File: src/rtl/spi_slave_ram_resp_if.sv
// SPI pins plus frame status pulses shared between an SPI master and the RAM responder.
interface spi_slave_ram_resp_if;
   logic sck;
   logic csn;
   logic si;
   logic so;
   logic frame_done;
   logic frame_err;

   modport master (output sck, output csn, output si,
                   input  so,  input  frame_done, input frame_err);
   modport slave  (input  sck, input  csn, input  si,
                   output so,  output frame_done, output frame_err);
endinterface

File: src/rtl/spi_slave_ram_resp.sv
// SPI mode-0 responder with a local register RAM, oversampling sck/csn/si in the clk domain.
// Frame protocol: csn low frames 8 command bits then DATA_W data bits, MSB first; si sampled on sck rise, so updated on sck fall.
module spi_slave_ram_resp #(
   parameter int ADDR_W      = 5,
   parameter int DATA_W      = 24,
   parameter int DEPTH       = 32,
   parameter int SYNC_STAGES = 2
) (
   input  logic                 clk,
   input  logic                 rstn,
   spi_slave_ram_resp_if.slave  spi,
   output logic [2:0]           state_dbg
);

   localparam int CMD_BITS   = 8;
   localparam int FRAME_BITS = CMD_BITS + DATA_W;
   localparam int CNT_W      = $clog2(FRAME_BITS + 1);
   localparam logic [CNT_W-1:0] CNT_CMD_LAST = CNT_W'(CMD_BITS - 1);
   localparam logic [CNT_W-1:0] CNT_CMD_END  = CNT_W'(CMD_BITS);
   localparam logic [CNT_W-1:0] CNT_LAST     = CNT_W'(FRAME_BITS - 1);
   localparam logic [CNT_W-1:0] CNT_FULL     = CNT_W'(FRAME_BITS);

   typedef enum logic [2:0] {
      WAIT_IDLE = 3'd0,
      IDLE      = 3'd1,
      CMD       = 3'd2,
      WDATA     = 3'd3,
      RDATA     = 3'd4,
      DONE      = 3'd5
   } state_t;

   state_t state, state_n;

   // Sync chains reset to 0 so a reset taken mid-frame (csn low) never fakes a csn fall.
   logic [SYNC_STAGES-1:0] sck_sr, csn_sr, si_sr;
   logic sck_q, csn_q;
   logic sck_s, csn_s, si_s;
   logic sck_rise, sck_fall, csn_rise, csn_fall;

   assign sck_s    = sck_sr[SYNC_STAGES-1];
   assign csn_s    = csn_sr[SYNC_STAGES-1];
   assign si_s     = si_sr[SYNC_STAGES-1];
   assign sck_rise =  sck_s & ~sck_q;
   assign sck_fall = ~sck_s &  sck_q;
   assign csn_rise =  csn_s & ~csn_q;
   assign csn_fall = ~csn_s &  csn_q;

   always_ff @(posedge clk or negedge rstn) begin
      if (!rstn) begin
         sck_sr <= '0;
         csn_sr <= '0;
         si_sr  <= '0;
         sck_q  <= 1'b0;
         csn_q  <= 1'b0;
      end else begin
         sck_sr <= {sck_sr[SYNC_STAGES-2:0], spi.sck};
         csn_sr <= {csn_sr[SYNC_STAGES-2:0], spi.csn};
         si_sr  <= {si_sr[SYNC_STAGES-2:0],  spi.si};
         sck_q  <= sck_s;
         csn_q  <= csn_s;
      end
   end

   logic [CNT_W-1:0]  bit_cnt;
   logic [7:0]        cmd_r;
   logic [DATA_W-1:0] wdata, rdata;
   logic [DATA_W-1:0] mem [DEPTH];
   logic              so_r, done_r, err_r;
   logic [ADDR_W-1:0] addr;

   assign addr = cmd_r[ADDR_W-1:0];

   logic cnt_clr, cnt_inc, cmd_sh, wd_sh, mem_we, rd_load, rd_sh, so_clr, done_p, err_p;

   always_ff @(posedge clk or negedge rstn) begin
      if (!rstn) state <= WAIT_IDLE;
      else       state <= state_n;
   end

   always_comb begin
      state_n = state;
      cnt_clr = 1'b0;
      cnt_inc = 1'b0;
      cmd_sh  = 1'b0;
      wd_sh   = 1'b0;
      mem_we  = 1'b0;
      rd_load = 1'b0;
      rd_sh   = 1'b0;
      so_clr  = 1'b0;
      done_p  = 1'b0;
      err_p   = 1'b0;
      case (state)
         WAIT_IDLE: if (csn_s) state_n = IDLE;
         IDLE: begin
            if (csn_fall) begin
               state_n = CMD;
               cnt_clr = 1'b1;
            end
         end
         default: begin
            // csn rise wins over any sck edge detected in the same cycle.
            if (csn_rise) begin
               state_n = IDLE;
               so_clr  = 1'b1;
               if (bit_cnt == CNT_FULL) done_p = 1'b1;
               else                     err_p  = 1'b1;
            end else begin
               case (state)
                  CMD: begin
                     if (sck_rise) begin
                        cmd_sh  = 1'b1;
                        cnt_inc = 1'b1;
                        // cmd_r[6] becomes cmd[7] once this last command bit shifts in.
                        if (bit_cnt == CNT_CMD_LAST) state_n = cmd_r[6] ? WDATA : RDATA;
                     end
                  end
                  WDATA: begin
                     if (sck_rise) begin
                        wd_sh   = 1'b1;
                        cnt_inc = 1'b1;
                        if (bit_cnt == CNT_LAST) begin
                           mem_we  = 1'b1;
                           state_n = DONE;
                        end
                     end
                  end
                  RDATA: begin
                     if (sck_fall) begin
                        if (bit_cnt == CNT_CMD_END) rd_load = 1'b1;
                        else                        rd_sh   = 1'b1;
                     end else if (sck_rise) begin
                        cnt_inc = 1'b1;
                        if (bit_cnt == CNT_LAST) begin
                           state_n = DONE;
                           so_clr  = 1'b1;
                        end
                     end
                  end
                  default: ;
               endcase
            end
         end
      endcase
   end

   always_ff @(posedge clk or negedge rstn) begin
      if (!rstn) begin
         bit_cnt <= '0;
         cmd_r   <= '0;
         wdata   <= '0;
         rdata   <= '0;
         so_r    <= 1'b0;
         done_r  <= 1'b0;
         err_r   <= 1'b0;
         for (int i = 0; i < DEPTH; i++) mem[i] <= '0;
      end else begin
         done_r <= done_p;
         err_r  <= err_p;
         if (cnt_clr)      bit_cnt <= '0;
         else if (cnt_inc) bit_cnt <= bit_cnt + 1'b1;
         if (cmd_sh) cmd_r <= {cmd_r[6:0], si_s};
         if (wd_sh)  wdata <= {wdata[DATA_W-2:0], si_s};
         if (mem_we) mem[addr] <= {wdata[DATA_W-2:0], si_s};
         if (so_clr) begin
            so_r <= 1'b0;
         end else if (rd_load) begin
            rdata <= mem[addr];
            so_r  <= mem[addr][DATA_W-1];
         end else if (rd_sh) begin
            rdata <= {rdata[DATA_W-2:0], 1'b0};
            so_r  <= rdata[DATA_W-2];
         end
      end
   end

   assign spi.so         = so_r;
   assign spi.frame_done = done_r;
   assign spi.frame_err  = err_r;
   assign state_dbg      = state;

endmodule
File: src/flat_wrapper.sv
// flat-port wrapper written by rule: the top's interface ports become plain ports
module spi_slave_ram_resp_flat 
#(
   parameter int ADDR_W      = 5,
   parameter int DATA_W      = 24,
   parameter int DEPTH       = 32,
   parameter int SYNC_STAGES = 2
)
  (clk, rstn, state_dbg, spi_sck, spi_csn, spi_si, spi_so, spi_frame_done, spi_frame_err);
  spi_slave_ram_resp_if spi_i ();
  input  logic clk;
  input  logic rstn;
  output logic [2:0] state_dbg;
  input wire logic [$bits(spi_i.sck)-1:0] spi_sck;
  input wire logic [$bits(spi_i.csn)-1:0] spi_csn;
  input wire logic [$bits(spi_i.si)-1:0] spi_si;
  output wire logic [$bits(spi_i.so)-1:0] spi_so;
  output wire logic [$bits(spi_i.frame_done)-1:0] spi_frame_done;
  output wire logic [$bits(spi_i.frame_err)-1:0] spi_frame_err;
  assign spi_i.sck = spi_sck;
  assign spi_i.csn = spi_csn;
  assign spi_i.si = spi_si;
  assign spi_so = spi_i.so;
  assign spi_frame_done = spi_i.frame_done;
  assign spi_frame_err = spi_i.frame_err;
  spi_slave_ram_resp #(.ADDR_W(ADDR_W), .DATA_W(DATA_W), .DEPTH(DEPTH), .SYNC_STAGES(SYNC_STAGES)) u_core (.clk(clk), .rstn(rstn), .spi(spi_i), .state_dbg(state_dbg));
endmodule
File: config.mk
export PLATFORM = sky130hd
export DESIGN_NAME = spi_slave_ram_resp_flat
export DESIGN_NICKNAME = d
export VERILOG_FILES = /design/src/rtl/spi_slave_ram_resp_if.sv /design/src/rtl/spi_slave_ram_resp.sv /design/src/flat_wrapper.sv
export SDC_FILE = /design/constraint.sdc
export NUM_CORES = 1
export LEC_CHECK = 0
export BUFFER_PORTS_ARGS = -buffer_cell sky130_fd_sc_hd__buf_2
export CELL_PAD_IN_SITES_DETAIL_PLACEMENT = 1
export CELL_PAD_IN_SITES_GLOBAL_PLACEMENT = 1
export CORE_MARGIN = 4
export CORE_UTILIZATION = 41
export CTS_CLUSTER_DIAMETER = 80
export DETAILED_ROUTE_END_ITERATION = 10
export PLACE_DENSITY = 0.65
export SLEW_MARGIN = 5
export SYNTH_ARGS = -nofsm -noshare
export SYNTH_HDL_FRONTEND = slang
export SYNTH_SLANG_ARGS = --single-unit
export TNS_END_PERCENT = 30
File: constraint.sdc
create_clock -name clk -period 8.2 [get_ports clk]
set_input_delay 0.41 -clock clk [delete_from_list [all_inputs] [get_ports clk]]
set_output_delay 0.41 -clock clk [all_outputs]
set_load 0.03 [all_outputs]
==> qor.txt <==
GPL Wtd Cong: 0.777
DR pass1 iterations: 5
Power density over cell area: 236 mW/mm^2
Met1 Use GR: 32.3%
Most frequent cells after synthesis: dfrtp_1, mux2_2, mux2i_1
Die area: 0.0969 sq mm
Post-DRT Antenna Nets: 0
Largest net degree at the start of global routing: 184
FILL cells: 8897
Cells after Synth: 2675
Final Hold Fails: 0
Worst Setup SP: u_core.csn_sr[1]
Crit path to: u_core.mem[171]
Slew headroom: 8.12%
Worst setup EP type: flip-flop
Via-to-Cell Ratio: 6.02
Final Max Slew Viols: 0
R2R cell count: 5
Unrepaired setup endpoints after global routing: no
Clock Latency Late Sink: 0.65 ns
Layout area overhead: 11.5%
Warnings from Yosys: 0
Post-synthesis net count: 2682
WP data arrival: 4.97 ns
Post-synth EDFFs: 0
# IOs: 11
Share of cells above drive strength 1: 42.0%
Final setup fails: 0
Static Leak: 19.9 nW
Synthesized area: 0.0377 sq mm
Die Y: 311 um
Clk buf depth: 3
DRT Wirelength: 117 mm
Total grt overflow: 0
Worst path required time: 8.71 ns
Number of inserted diodes: 0
Syn Area/Cell: 14.1 sq um
Critical path peak fanout: 26
CTS sink count: 841
Least-Margin Pin Slew: 1.37 ns
Max_cap viols: 0
Std cell rows: 110
Outcome: finished, final reports clean
Die width: 311 um
GRT busiest layer: met2
Reg2Reg Launch Point: u_core.csn_sr[1]
Root Driver: clkbuf_16
Post-CTS setup buffer count: 0
Post_cts resized: 0
Share of flip-flops with an asynchronous set or reset: 100%
Hold Crit Class: input port to async pin
Setup slack after layout: 3.74 ns
Post-synthesis sequential area ratio: 55.8%
Final period utilization: 54.4%
Final TNS setup: 0 ns
Area contributors post-synth: dfrtp_1, mux2_2, mux2i_1, mux4_2, o22ai_1
VDD IR max: 0.322 mV
Crit start category: flip-flop
CTS buffer count: 93
Netlist cell types: 53
Initial antenna violation count: 2
GRT Total Usage: 23.9%
Leading area contributor after synthesis: dfrtp_1
I/O Buffers: 10
Final net count: 2615
Met2 Resource Use GR: 39.7%
Synth top area share: 55.8%
Core area: 0.0907 sq mm
DP HPWL: 66.9 mm
Via count: 23200
Reg2reg setup slack: 3.74 ns
Setup CP Type: flip-flop to flip-flop
Initial Utilization: 41.6%
DR iter-0 viols: 1630
TritonCTS clock tree: done
DRC violations left: 0
#FFs+latches synth: 841
Ys flop type: dfrtp_1
Global-route wire length before repair: 173 mm
Multi-input gate area: 0.0159 sq mm
Max Freq: 0.224 GHz
Avg WL per Cell: 30.3 um
Reg2reg end: u_core.mem[171]
FF+latch area: 0.0211 sq mm
Pre-CTS setup slack: 3.74 ns
M3 GR Usage: 3.62%
Clock Pin Slew Worst Setup and Hold Paths: 0.05 ns
Number of global-route vias before repair: 25400
Most frequent cell after synthesis: dfrtp_1
Min Clock Period, post-route: 4.46 ns
Skew final: 0.0247 ns
CTS hold repair buffers: 4
H-tree levels: 3
-- final cells by class --
type | count | area share [%]
flip-flops and latches | 841 | 50.0
multi-input cells | 1587 | 37.8
clock buffers | 147 | 6.55
well taps | 1176 | 3.50
repair buffers | 76 | 1.46
clock inverters | 21 | 0.550
inverters | 9 | 0.0803
-- placed cells by master (no fill, tap or decap), types with 14 or more instances in the layout --
cell type and count:
a31oi_1 17, buf_4 58, clkbuf_1 35, clkbuf_16 96, clkbuf_8 16, dfrtp_1 838
mux2_2 800, mux2i_1 234, mux4_2 65, nand2_1 102, nor2_1 17, nor2_4 14
nor4_1 25, o22ai_1 134
-- worst min path at each step --
| stage | depth (start not counted) | endpoint | start |
|---|---|---|---|
| 2_1_floorplan | 0 | u_core.bit_cnt[0] | rstn |
| 3_3_place_gp | 0 | u_core.si_sr[1] | u_core.si_sr[0] |
| 3_5_place_dp | 0 | u_core.si_sr[1] | u_core.si_sr[0] |
| 4_1_cts | 2 | u_core.mem[559] | rstn |
| 5_1_grt | 2 | u_core.mem[738] | rstn |
| 6_report | 2 | u_core.mem[738] | rstn |
-- metal layers --
metal | vias up | part of all wire [%]
met1 | 12800 | 44
li1 | 9716 | -
met4 | 2 | 3.3
met2 | 514 | 48
met3 | 195 | 4.5
met5 | - | 0.011
-- stage by stage --
| stage | power, mW | hold slack (ns) | area (sq um) | cells | utilization, % |
|---|---|---|---|---|---|
| floorplan | 5.36 | 0.114 | 37700 | 2675 | - |
| global placement | 5.86 | 0.345 | 39100 | 3685 | 43.1 |
| detailed placement | 5.89 | 0.339 | 39100 | 3685 | 43.1 |
| CTS | 10.0 | 0.300 | 42100 | 3857 | 46.4 |
| global route | 10.3 | 0.336 | 42100 | 3857 | 46.4 |
| finish | 9.93 | 0.301 | 42100 | 3857 | 46.4 |
-- state kept, by name (all words and copies together), names as in the netlist --
signal                 flops
u_core.spi.frame_err       1
u_core.spi.so              1
u_core.csn_sr              2
u_core.spi.frame_done      1
u_core.csn_q               1
u_core.rdata              23
u_core.wdata              23
u_core.sck_sr              2
u_core.mem               768
u_core.state_dbg           3
u_core.cmd_r               7
u_core.si_sr               2
u_core.bit_cnt             6
u_core.sck_q               1
-- cell families after synthesis --
group / share of synthesized area, %
multiplexers: 34.0
flip-flops: 55.8
AND/OR/NAND/NOR: 3.62
buffers and inverters: 2.55
AO/OA/AOI/OAI: 3.88
XOR/XNOR: 0.116
adder cells (fa/ha/maj): 0.0663
-- power by group --
group	switching, mW	total [mW]	leakage, nW	internal (mW)
clock	1.69	4.12	1.47	2.42
combinational	0.833	1.33	6.80	0.498
sequential	0.248	4.49	11.7	4.24
total	2.77	9.93	19.9	7.16
-- worst max-delay path, cell delays in order, from the launching register on --
cell and delay (ns):
dfrtp_1 0.43, nor2b_1 0.32, or4_2 1.14, nor4_4 0.70, nand3_2 1.04, mux2_2 0.64
(Power assumes the default switching activity.)
